--- src/rtl/rom_map_pkg.sv ---
`default_nettype none
// ============================================================================
// Module      : rom_map_pkg
// Description : Instrument/pitch ROM map constants and arbiter state encoding.
// Revision    : 1.0
// ============================================================================
package rom_map_pkg;

    localparam int ROM_ADDR_W = 8;
    localparam int ROM_DATA_W = 16;

    localparam logic [7:0] NOTE_VALUE_BASE         = 8'h00;
    localparam logic [7:0] INSTRUMENT_LENGTHS_BASE = 8'h80;
    localparam logic [7:0] INSTRUMENT_VALUES_BASE  = 8'h84;

    typedef enum logic [0:0] {
        ARB    = 1'b0,
        LOCKED = 1'b1
    } arb_state_t;

endpackage
`default_nettype wire

--- src/rtl/rr_priority_pick.sv ---
`default_nettype none
// ============================================================================
// Module      : rr_priority_pick
// Description : Rotate-and-find-first: first requester at or after i_ptr.
// Revision    : 1.0
// ============================================================================
module rr_priority_pick #(
    parameter int N     = 4,
    parameter int PTR_W = 2
) (
    input  logic [N-1:0]     i_req,
    input  logic [PTR_W-1:0] i_ptr,
    output logic [PTR_W-1:0] o_winner,
    output logic             o_found
);

    logic [PTR_W:0] w_sum;

    // Explicit wrap keeps non-power-of-2 requester counts correct.
    always_comb begin
        o_found  = 1'b0;
        o_winner = '0;
        w_sum    = '0;
        for (int k = 0; k < N; k++) begin
            w_sum = {1'b0, i_ptr} + (PTR_W+1)'(k);
            if (w_sum >= (PTR_W+1)'(N)) begin
                w_sum = w_sum - (PTR_W+1)'(N);
            end
            if (!o_found && i_req[w_sum[PTR_W-1:0]]) begin
                o_found  = 1'b1;
                o_winner = w_sum[PTR_W-1:0];
            end
        end
    end

endmodule
`default_nettype wire

--- src/rtl/rom_arbiter.sv ---
`default_nettype none
// ============================================================================
// Module      : rom_arbiter
// Description : Round-robin ROM arbiter with bounded per-requester lock and
//               latency-aligned per-requester read-valid strobes.
// Revision    : 1.0
// ============================================================================
module rom_arbiter
    import rom_map_pkg::*;
#(
    parameter int NUM_VOICES  = 4,
    parameter int ADDR_W      = ROM_ADDR_W,
    parameter int DATA_W      = ROM_DATA_W,
    parameter int ROM_LATENCY = 1,
    parameter int MAX_LOCK    = 4
) (
    input  logic                       i_clk,
    input  logic                       i_rst_n,
    input  logic [NUM_VOICES-1:0]      i_req,
    input  logic [NUM_VOICES-1:0]      i_lock,
    input  logic [NUM_VOICES*ADDR_W-1:0] i_addr,
    output logic [NUM_VOICES-1:0]      o_gnt,
    output logic [NUM_VOICES-1:0]      o_rvalid,
    output logic [DATA_W-1:0]          o_rdata,
    output logic [ADDR_W-1:0]          o_rom_addr,
    output logic                       o_rom_en,
    input  logic [DATA_W-1:0]          i_rom_data,
    output logic                       o_lock_timeout
);

    localparam int                  c_ptr_w    = $clog2(NUM_VOICES);
    localparam logic [c_ptr_w-1:0]  c_last     = c_ptr_w'(NUM_VOICES - 1);
    localparam logic [3:0]          c_max_lock = 4'(MAX_LOCK);

    arb_state_t          r_state, w_state_nxt;
    logic [c_ptr_w-1:0]  r_rr_ptr, w_rr_ptr_nxt;
    logic [c_ptr_w-1:0]  r_owner, w_owner_nxt;
    logic [3:0]          r_lock_cnt, w_lock_cnt_nxt;
    logic                r_lock_timeout, w_timeout;

    logic [c_ptr_w-1:0]  w_pick_idx;
    logic                w_pick_found;
    logic                w_grant;
    logic [c_ptr_w-1:0]  w_gnt_idx;
    logic [NUM_VOICES-1:0] w_gnt;
    logic [ADDR_W-1:0]   w_rom_addr;

    logic [NUM_VOICES-1:0] r_vpipe [ROM_LATENCY];

    rr_priority_pick #(
        .N     (NUM_VOICES),
        .PTR_W (c_ptr_w)
    ) u_pick (
        .i_req    (i_req),
        .i_ptr    (r_rr_ptr),
        .o_winner (w_pick_idx),
        .o_found  (w_pick_found)
    );

    always_comb begin
        w_state_nxt    = r_state;
        w_rr_ptr_nxt   = r_rr_ptr;
        w_owner_nxt    = r_owner;
        w_lock_cnt_nxt = r_lock_cnt;
        w_grant        = 1'b0;
        w_gnt_idx      = '0;
        w_timeout      = 1'b0;
        case (r_state)
            ARB: begin
                if (w_pick_found) begin
                    w_grant      = 1'b1;
                    w_gnt_idx    = w_pick_idx;
                    w_rr_ptr_nxt = (w_pick_idx == c_last) ? '0 : w_pick_idx + 1'b1;
                    if (i_lock[w_pick_idx]) begin
                        w_state_nxt    = LOCKED;
                        w_owner_nxt    = w_pick_idx;
                        w_lock_cnt_nxt = 4'd1;
                    end
                end
            end
            LOCKED: begin
                // Owner absent means the lock is abandoned: idle one cycle, no pulse.
                if (i_req[r_owner]) begin
                    w_grant        = 1'b1;
                    w_gnt_idx      = r_owner;
                    w_lock_cnt_nxt = r_lock_cnt + 4'd1;
                    if (!i_lock[r_owner]) begin
                        w_state_nxt = ARB;
                    end else if (r_lock_cnt + 4'd1 == c_max_lock) begin
                        w_state_nxt = ARB;
                        w_timeout   = 1'b1;
                    end
                end else begin
                    w_state_nxt = ARB;
                end
            end
            default: w_state_nxt = ARB;
        endcase
    end

    always_comb begin
        w_gnt      = '0;
        w_rom_addr = '0;
        for (int k = 0; k < NUM_VOICES; k++) begin
            if (w_grant && (w_gnt_idx == c_ptr_w'(k))) begin
                w_gnt[k]   = 1'b1;
                w_rom_addr = i_addr[k*ADDR_W +: ADDR_W];
            end
        end
    end

    always_ff @(posedge i_clk or negedge i_rst_n) begin
        if (!i_rst_n) begin
            r_state        <= ARB;
            r_rr_ptr       <= '0;
            r_owner        <= '0;
            r_lock_cnt     <= '0;
            r_lock_timeout <= 1'b0;
        end else begin
            r_state        <= w_state_nxt;
            r_rr_ptr       <= w_rr_ptr_nxt;
            r_owner        <= w_owner_nxt;
            r_lock_cnt     <= w_lock_cnt_nxt;
            r_lock_timeout <= w_timeout;
        end
    end

    // Grant delay line matching ROM latency; reset drops in-flight strobes.
    always_ff @(posedge i_clk or negedge i_rst_n) begin
        if (!i_rst_n) begin
            for (int i = 0; i < ROM_LATENCY; i++) begin
                r_vpipe[i] <= '0;
            end
        end else begin
            r_vpipe[0] <= w_gnt;
            for (int i = 1; i < ROM_LATENCY; i++) begin
                r_vpipe[i] <= r_vpipe[i-1];
            end
        end
    end

    assign o_gnt          = w_gnt;
    assign o_rom_addr     = w_rom_addr;
    assign o_rom_en       = |w_gnt;
    assign o_rvalid       = r_vpipe[ROM_LATENCY-1];
    assign o_rdata        = i_rom_data;
    assign o_lock_timeout = r_lock_timeout;

endmodule
`default_nettype wire

--- config.mk ---
export PLATFORM = sky130hd
export DESIGN_NAME = rom_arbiter
export DESIGN_NICKNAME = d
export VERILOG_FILES = /design/src/rtl/rom_map_pkg.sv /design/src/rtl/rr_priority_pick.sv /design/src/rtl/rom_arbiter.sv
export SDC_FILE = /design/constraint.sdc
export NUM_CORES = 1
export LEC_CHECK = 0
export BUFFER_PORTS_ARGS = -buffer_cell sky130_fd_sc_hd__buf_4
export CAP_MARGIN = 25
export CELL_PAD_IN_SITES_DETAIL_PLACEMENT = 0
export CELL_PAD_IN_SITES_GLOBAL_PLACEMENT = 1
export CORE_AREA = 4 4 80 63
export CTS_BUF_LIST = sky130_fd_sc_hd__clkbuf_8
export CTS_CLUSTER_DIAMETER = 120
export DETAILED_ROUTE_END_ITERATION = 6
export DIE_AREA = 0 0 84 67
export PLACE_DENSITY_LB_ADDON = 0.12
export SETUP_SLACK_MARGIN = 0.5
export SLEW_MARGIN = 10
export SYNTH_ARGS = -nofsm -noshare
export SYNTH_HDL_FRONTEND = slang
export SYNTH_HIERARCHICAL = 1
export SYNTH_SLANG_ARGS = --single-unit
--- constraint.sdc ---
create_clock -name i_clk -period 3.3 [get_ports i_clk]
set_input_delay 0.165 -clock i_clk [delete_from_list [all_inputs] [get_ports i_clk]]
set_output_delay 0.165 -clock i_clk [all_outputs]
set_load 0.05 [all_outputs]
==> results.yml, run 1 <==
cts:
  numCtsBuffers: 3
  cts_buffer_depth: 2
  htree_levels: 1
  cts_tree: "built"
  worstSkewPairLatency_ps: 240
  clk_pin_slew_ps: 50
  cts-root-buf: "clkbuf_8"
  clock_sinks: 14
synth:
  yosysSeqAreaShare_pct: 27.4
  syn-num-nets: 209
  ys.warnings.count: 6
  ys_ff_latch: 14
  async_flop_share_pct: 100
  synth.distinct_cells: 43
  synth_ff_type: "dfrtp_1"
  synth-edff-count: 0
  synthCells: 148
  avgSynthCellArea_sq_um: 8.64
  syn_area_sq_um: 1280
power_and_ir_drop:
  power.leakage_nw: 0.834
  power_w: 0.00188
  pwr_density_cell_nw_per_um2: 1080
  irDropWorstVdd_uv: 432
global_route:
  grt_pass1_wl_mm: 5.77
  antenna_found_initial: 0
  grt_max_degree: 15
  gr-usage-all-layers_pct: 12.9
  gr-total-overflow: 0
  grt_pass1_vias: 1185
drt:
  wirelength_mm: 3.74
  ant_nets: 0
  vias: 1262
  detail_route.wl_per_cell_microns: 14.9
  drtPass1Iterations: 4
  via_per_inst: 5.03
  drtIter0Drc: 40
  drt_drc_violations_left: 0
place:
  gp_congestion: 0.865
  place_area_sq_um: 1660
  hpwlAfterDp_mm: 2.93
  portBuffers: 59
  dp.cells: 243
worst_hold_path:
  hp-class: "input pin to flip-flop"
  hold_path_end: "r_owner[0]"
  min_from: "i_lock[3]"
  holdPathStages: 3
critical_path:
  worst_path_largest_cell_delay_ps: 390
  critPathCaptureType: "output pin"
  rr_startpoint: "r_rr_ptr[0]"
  arrival_ps: 2440
  r2r_cells: 7
  critical_path_buf_inv_count: 2
  cp-start-kind: "flip-flop"
  reg2reg_slack_ps: 1170
  worstPathRequired_ps: 3130
  crit_type: "flip-flop to output pin"
  critPathMostFrequentCell: "a21oi_1"
  reg2reg_to: "r_lock_cnt[2]"
  crit_slowest_cell: "dfrtp_1"
  critical_path.cell_chain: "inv_2 -> a221o_1 -> a21oi_1 -> nand3b_1 -> nand2_2 -> nand2b_1 -> a21oi_1 -> buf_4"
  cp_max_fo: 10
  cpLargestDelayFamily: "compound AO/OA/AOI/OAI gates"
timing:
  worst_slew_pin_slew_ps: 490
  setup_violations: 0
  rsz0062_at_grt: "no"
  fin_crit_ps: 2610
  fmax_mhz: 384
  period_share_pct: 79.0
  hold_viol: 0
  tns_ps: 0
  slew_headroom_pct: 67.3
  maxSlewViolCount: 0
  skew_ps: 4.30
layout:
  nets: 257
  layout-drive-gt1-share_pct: 44.8
  final_area_sq_um: 1750
  layout_commonest_cell: "buf_4"
  final_cell_mix: "buf_4 (64), nor2_1 (22), dfrtp_1 (14), a32oi_1 (8), o31ai_1 (7)"
  antenna_cells: 0
  area_growth_pct: 36.8
  fin_cells: 251
die:
  row_count: 21
  die_h_microns: 67
  die_w_microns: 84
  io_pins: 92
  core-area_sq_um: 4310
  dieArea_sq_um: 5630
  initial_core_util_pct: 29.7
run_status:
  outcome: "complete, no violations"
flow_run:
  maxCapViolCount: 0
==> cell families after synthesis <==
family	Yosys count	share of synthesized area, %
and+or+nand+nor	56	23.8
AOI/OAI and AO/OA	39	25.0
DFF	14	27.4
muxes	7	7.14
buffers and inverters	29	13.8
adders and majority gates	3	2.94
==> cells in the mapped netlist, types with 3 or more instances <==
| master | n | area [sq um] |
|---|---|---|
| buf_4 | 17 | 128 |
| nand3_1 | 7 | 35.0 |
| inv_1 | 6 | 22.5 |
| o21ai_0 | 5 | 25.0 |
| nand2b_1 | 3 | 18.8 |
| nand2_1 | 5 | 18.8 |
| a32oi_1 | 8 | 70.1 |
| nor2_1 | 22 | 82.6 |
| mux2_2 | 3 | 33.8 |
| nand3b_1 | 4 | 30.0 |
| ha_1 | 3 | 37.5 |
| and2_1 | 3 | 18.8 |
| o31ai_1 | 9 | 67.6 |
| dfrtp_1 | 14 | 350 |
| a21oi_1 | 5 | 25.0 |
==> where the power goes <==
| part | total (W) | internal [W] | switching (W) |
|---|---|---|---|
| logic | 0.00142 | 0.000508 | 0.000909 |
| clock network | 0.000134 | 0.0000804 | 0.0000533 |
| registers | 0.000334 | 0.000241 | 0.0000927 |
| total | 0.00188 | 0.000830 | 0.00106 |
==> layout make-up <==
| cell class | count | area [sq um] |
|---|---|---|
| repair buffers | 65 | 490 |
| multi-input cells | 105 | 769 |
| well taps | 57 | 71.3 |
| flip-flops and latches | 14 | 350 |
| inverters | 7 | 26.3 |
| fillers | 459 | 2560 |
| clock buffers | 3 | 41.3 |
==> repair_timing <==
action | in CTS | in global routing
gates resized for setup | 0 | 2
hold buffers | 1 | 0
buffers inserted | 0 | 4
hold endpoints to repair | 14 | 0
endpoints found under the setup margin | 0 | 9
==> sequential cells by signal, indices dropped and copies added (netlist names) <==
name and cells:
r_lock_cnt 4, o_lock_timeout 1, r_rr_ptr 2, r_state 1, r_owner 2, o_rvalid 4
==> how the worst max path moves through the flow <==
stage	start	end	slack, ps	cells after the start
5_1_grt	r_rr_ptr[0]	o_gnt[3]	510	8
3_3_place_gp	r_rr_ptr[1]	o_rom_addr[4]	910	8
3_5_place_dp	r_rr_ptr[1]	o_rom_addr[4]	870	8
6_report	r_rr_ptr[0]	o_gnt[3]	690	8
4_1_cts	r_rr_ptr[1]	o_rom_addr[4]	590	8
2_1_floorplan	r_rr_ptr[0]	o_rom_addr[1]	490	7
==> metrics by stage <==
stage                     utilization (%)  worst slack [ps]  hold WS, ps
after CTS                            39.7               590          272
after global routing                 40.6               511          300
after global placement               38.5               909         29.8
after detailed placement             38.5               868         26.0
final                                40.6               693          274
after floorplan                         -               486         -131
==> worst reg2reg max path, delay by kind of cell (launching register included) <==
| family | cells | cell delay [ps] |
|---|---|---|
| compound gates | 4 | 1140 |
| simple gates | 2 | 470 |
| flops | 1 | 390 |
| buf+inv | 1 | 50 |
==> routing by layer <==
metal	GRT usage (%)	part of all wire (%)	vias to the layer above
met5	0	0	-
met1	17.5	47	576
met3	5.56	8.7	12
met2	18.8	43	54
met4	2.81	1.3	0
li1	-	-	620
No activity file was read; power rests on OpenSTA's default activity.
==> run 2, diff against run 1 <==
--- a/config.mk
+++ b/config.mk
@@ -9,11 +9,11 @@
 export CAP_MARGIN = 25
 export CELL_PAD_IN_SITES_DETAIL_PLACEMENT = 0
 export CELL_PAD_IN_SITES_GLOBAL_PLACEMENT = 1
-export CORE_AREA = 4 4 80 63
+export CORE_AREA = 4 4 86 68
 export CTS_BUF_LIST = sky130_fd_sc_hd__clkbuf_8
 export CTS_CLUSTER_DIAMETER = 120
 export DETAILED_ROUTE_END_ITERATION = 6
-export DIE_AREA = 0 0 84 67
+export DIE_AREA = 0 0 90 72
 export PLACE_DENSITY_LB_ADDON = 0.12
 export SETUP_SLACK_MARGIN = 0.5
 export SLEW_MARGIN = 10
==> constraint.sdc (replaced) <==
create_clock -name i_clk -period 2.15 [get_ports i_clk]
set_input_delay 0.1075 -clock i_clk [delete_from_list [all_inputs] [get_ports i_clk]]
set_output_delay 0.1075 -clock i_clk [all_outputs]
set_load 0.05 [all_outputs]
==> run 2 against run 1 <==
Effect of this change: the run now ends with setup timing left; count of clock-buffer cells in the layout increased by 1; die area increased by 15%; clock power increased by 90%; sequential share of layout area decreased by 4.5 points; utilization increased by 3.9 points; first-iteration DRC count decreased by 38%; total power increased by 110%; design area increased by 30%; sequential power increased by 54%; largest power group unchanged; highest routed layer unchanged.
==> results.yml, run 2 (synthesis gave the netlist of run 1 again) <==
cts:
  clock_sinks: 14
  cts_buffer_depth: 2
  htree_levels: 1
  clk_pin_slew_ps: 60
  numCtsBuffers: 3
  cts_tree: "built"
  cts-root-buf: "clkbuf_8"
  worstSkewPairLatency_ps: 240
power_and_ir_drop:
  pwr_density_cell_nw_per_um2: 1750
  p_switching_w: 0.00204
  power.internal_w: 0.00193
  p_sw_share_pct: 51.5
  irDropWorstVdd_uv: 595
  power_w: 0.00397
  power.leakage_nw: 1.01
  clock_power_share_pct: 6.4
  pwr-share-seq_pct: 13.0
  p_comb_share_pct: 80.6
global_route:
  gr-usage-all-layers_pct: 13.4
  busiest_layer: "met2"
  grt_pass1_wl_mm: 7.14
  grt_util_met3_pct: 3.83
  grt_pass1_vias: 1460
  antenna_found_initial: 0
  gr-total-overflow: 0
  grt_max_degree: 15
  grtUsageMet2_pct: 21.6
  met1_usage_pct: 17.9
timing:
  setup_violations: 14
  hold_viol: 0
  fmax_mhz: 442
  period_share_pct: 105
  fin_crit_ps: 2260
  slew_headroom_pct: 75.1
  skew_ps: 5.80
  rsz0062_at_grt: "yes"
  worst_slew_pin_slew_ps: 369
  finalWorstSetupSlack_ps: -111
  maxSlewViolCount: 0
die:
  dieArea_sq_um: 6480
  initial_core_util_pct: 25.1
  die_h_microns: 72
  row_count: 23
  core-area_sq_um: 5090
  die_w_microns: 90
  io_pins: 92
layout:
  fill_cells: 482
  antenna_cells: 0
  area_growth_pct: 77.4
  final_cell_mix: "buf_4 (57), buf_6 (20), nor2_1 (17), dfrtp_1 (12), o31ai_4 (8)"
  nets: 274
  layout_commonest_cell: "buf_4"
  layout-drive-gt1-share_pct: 65.6
flow_run:
  maxCapViolCount: 0
drt:
  drt_drc_violations_left: 0
  wirelength_mm: 4.45
  via_per_inst: 4.99
  drtPass1Iterations: 4
  drtIter0Drc: 25
  vias: 1368
  detail_route.wl_per_cell_microns: 16.2
  ant_nets: 0
place:
  hpwlAfterDp_mm: 3.25
  gp_congestion: 0.773
  dp_slack_ps: 7.10
  portBuffers: 59
critical_path:
  arrival_ps: 2150
  critPathCaptureType: "output pin"
  worstPathRequired_ps: 2040
  cp-start-kind: "flip-flop"
  cp_max_fo: 8
  crit_type: "flip-flop to output pin"
  reg2reg_slack_ps: -80
run_status:
  outcome: "finished with violations"
  violations: "setup timing"
worst_hold_path:
  hp-class: "input pin to flip-flop"
-- run 2: cell count changes in the layout (fill, tap and decap cells not counted), sizes merged --
cell / previous run / this run
buf: 64 / 80
clkbuf: 3 / 4
o21ai: 7 / 8
-- run 2: final cells by class --
class	instances	area [sq um]	area share [%]
clock buffer	4	55.1	2.43
inverter	7	26.3	1.16
multi-input combinational	106	1050	46.2
sequential	14	353	15.6
tap	62	77.6	3.42
timing repair buffer	81	708	31.2
-- run 2: worst paths after layout --
path | from | to | cells past startpoint
worst max-delay path | r_rr_ptr[0] | o_rom_addr[3] | 8
worst min-delay path | i_lock[3] | r_owner[0] | 3
worst max register to register | r_rr_ptr[0] | r_owner[1] | 9
worst min register to register | r_rr_ptr[1] | r_rr_ptr[1] | 1
max in group asynchronous | i_rst_n | r_rr_ptr[1] | 2
min in group asynchronous | i_rst_n | o_rvalid[2] | 2
-- run 2: worst max-delay path, cell delays in order, from the launching register on --
cell and delay (ps):
dfrtp_1 400, inv_2 60, a221o_1 330, a21oi_4 180, nand3b_1 220, nand3_4 190
nor2_1 90, o31ai_4 250, buf_6 190
-- run 2: stage by stage --
step                      instances  setup TNS (ps)  utilization, %  cell area (sq um)  hold slack [ps]
after detailed placement        254               0            36.4               1850            -24.2
after CTS                       271            -660            42.9               2180              197
after global placement          254               0            36.4               1850            -26.3
final                           274           -1030            44.5               2270              202
after floorplan                 148               0               -               1450             -188
after global routing            274           -2150            44.5               2270              210
-- run 2: repair_timing --
action / 4_1_cts / 5_1_grt
setup buffers: 11 / 3
cloned: 1 / 0
hold buffers: 1 / 0
hold endpoints to repair: 14 / 0
setup endpoints to repair: 23 / 26
pin swaps: 20 / 6
gates resized for setup: 44 / 15
-- run 2: power by group through the flow --
stage	clock, W	combinational, W	sequential (W)
after floorplan	0	0.00192	0.000556
after global placement	0	0.00252	0.000498
after detailed placement	0	0.00253	0.000503
after CTS	0.000266	0.00309	0.000500
after global routing	0.000279	0.00337	0.000533
final	0.000255	0.00320	0.000515
-- run 2: layer usage --
layer / vias up / wire [microns]
li1: 660 / -
met4: 0 / 91
met2: 39 / 2050
met1: 651 / 2030
met5: - / 0
met3: 18 / 279
==> run 3, diff against run 2 <==
--- a/config.mk
+++ b/config.mk
@@ -9,11 +9,11 @@
 export CAP_MARGIN = 25
 export CELL_PAD_IN_SITES_DETAIL_PLACEMENT = 0
 export CELL_PAD_IN_SITES_GLOBAL_PLACEMENT = 1
-export CORE_AREA = 4 4 86 68
+export CORE_AREA = 4 4 80 63
 export CTS_BUF_LIST = sky130_fd_sc_hd__clkbuf_8
 export CTS_CLUSTER_DIAMETER = 120
 export DETAILED_ROUTE_END_ITERATION = 6
-export DIE_AREA = 0 0 90 72
+export DIE_AREA = 0 0 84 67
 export PLACE_DENSITY_LB_ADDON = 0.12
 export SETUP_SLACK_MARGIN = 0.5
 export SLEW_MARGIN = 10
==> constraint.sdc (replaced) <==
create_clock -name i_clk -period 2.7 [get_ports i_clk]
set_input_delay 0.135 -clock i_clk [delete_from_list [all_inputs] [get_ports i_clk]]
set_output_delay 0.135 -clock i_clk [all_outputs]
set_load 0.05 [all_outputs]
==> run 3 against run 2 <==
Effect of this change: the run now ends clean; global-route usage is 0.27 points higher; highest routed layer unchanged; via count shrank 4.7%; critical endpoint is now o_rom_addr[2]; worst setup slack improved by 530 ps; largest cell class unchanged; count of clock-buffer cells in the layout is the same; utilization up 2.9 points; sequential power shrank 19%; cell count down 5.1%; register-to-register slack improved by 730 ps; non-clock buffer count shrank 9; sequential share of layout area rose by 1.6 points; largest power group unchanged; combinational power down 32%; critical path type unchanged; design area fell by 9.9%.
==> results.yml, run 3 (synthesis gave the netlist of run 1 again) <==
critical_path:
  cp_max_fo: 5
  worst_path_largest_cell_delay_ps: 420
  crit_type: "flip-flop to output pin"
  worstPathRequired_ps: 2570
  critical_path.cell_chain: "inv_2 -> a221o_1 -> a21oi_4 -> or3b_4 -> o21ai_4 -> buf_4 -> a32oi_2 -> o31ai_2 -> buf_6"
  cpLargestDelayFamily: "compound AO/OA/AOI/OAI gates"
  arrival_ps: 2150
  critical_path_buf_inv_count: 3
  crit_slowest_cell: "dfrtp_1"
  cp-start-kind: "flip-flop"
  critPathCaptureType: "output pin"
drt:
  drtIter0Drc: 89
  wirelength_mm: 4.02
  drtPass1Iterations: 4
  via_per_inst: 5.02
  ant_nets: 0
  drt_drc_violations_left: 0
  detail_route.wl_per_cell_microns: 15.4
  vias: 1304
timing:
  timing.hold.ws_ps: 270
  fmax_mhz: 438
  tns_ps: 0
  rsz0062_at_grt: "yes"
  slew_headroom_pct: 72.5
  maxSlewViolCount: 0
  skew_ps: 1.99
  hold_viol: 0
  fin_crit_ps: 2280
  period_share_pct: 84.5
  setup_violations: 0
  worst_slew_pin_slew_ps: 413
power_and_ir_drop:
  pwr_density_cell_nw_per_um2: 1360
  power.leakage_nw: 0.931
  irDropWorstVdd_uv: 525
layout:
  area_growth_pct: 59.9
  antenna_cells: 0
  layout-drive-gt1-share_pct: 61.6
  layout_commonest_cell: "buf_4"
  final_cell_mix: "buf_4 (56), buf_6 (14), nor2_1 (13), dfrtp_1 (13)"
  multi_input_area_sq_um: 937
  regArea_sq_um: 352
  fill_cells: 400
  nets: 265
global_route:
  grt_max_degree: 15
  grt_pass1_wl_mm: 6.11
  antenna_found_initial: 0
  grt_pass1_vias: 1237
  gr-usage-all-layers_pct: 13.7
  gr-total-overflow: 0
cts:
  numCtsBuffers: 3
  htree_levels: 1
  worstSkewPairLatency_ps: 240
  cts_buffer_depth: 2
  cts-root-buf: "clkbuf_8"
  cts_tree: "built"
  clock_sinks: 14
  clk_pin_slew_ps: 60
place:
  hpwlAfterDp_mm: 3.00
  portBuffers: 59
  gp_congestion: 0.876
die:
  dieArea_sq_um: 5630
  io_pins: 92
  die_w_microns: 84
  row_count: 21
  core-area_sq_um: 4310
  initial_core_util_pct: 29.7
  die_h_microns: 67
worst_hold_path:
  hp-class: "input pin to output pin"
run_status:
  outcome: "complete, no violations"
flow_run:
  maxCapViolCount: 0
run 3: power breakdown:
part           leakage [nW]  switching, W  internal (W)
clock network        0.0288     0.0000698      0.000129
registers             0.177      0.000118      0.000296
logic                 0.726       0.00128      0.000896
run 3: final timing paths:
kind	startpoint	end	slack, ps	depth (start not counted)
worst max-delay path	r_rr_ptr[0]	o_rom_addr[2]	420	9
min in group asynchronous	i_rst_n	r_lock_cnt[1]	280	2
worst min-delay path	i_rom_data[13]	o_rdata[13]	270	0
max in group asynchronous	i_rst_n	r_rr_ptr[1]	2240	2
worst min register to register	r_rr_ptr[0]	r_rr_ptr[0]	590	2
worst max register to register	r_rr_ptr[0]	r_lock_cnt[2]	650	9
run 3: area by class of cell:
type                    count  share of cell area, %
clock buffers               4                   2.69
inverters                   7                   1.29
multi-input cells         106                   45.8
flip-flops and latches     14                   17.2
well taps                  57                   3.49
repair buffers             72                   29.5
run 3: routing by layer:
layer / share of wire (%) / track usage, % / wire length [microns]
met5: 0 / 0 / 0
met4: 1.6 / 4.22 / 66
met3: 5.0 / 4.33 / 200
met2: 45 / 20.6 / 1800
met1: 48 / 18.7 / 1950
run 3: what timing repair did:
| action | in CTS | in global routing |
|---|---|---|
| setup buffers | 4 | 6 |
| hold buffers | 1 | 0 |
| resized for setup | 19 | 29 |
| pin swaps | 6 | 7 |
| setup endpoints to repair | 11 | 12 |
| gates cloned | 0 | 1 |
| endpoints found under the hold margin | 14 | 0 |
run 3: metrics by stage:
stage / instance area [sq um] / instances / power, W / worst slack, ps / utilization [%]
final: 2040 / 260 / 0.00279 / 419 / 47.4
after global routing: 2040 / 260 / 0.00296 / 353 / 47.4
after CTS: 1870 / 253 / 0.00255 / 376 / 43.5
after detailed placement: 1700 / 244 / 0.00218 / 347 / 39.5
after global placement: 1700 / 244 / 0.00217 / 440 / 39.5
after floorplan: 1330 / 148 / 0.00178 / 303 / -
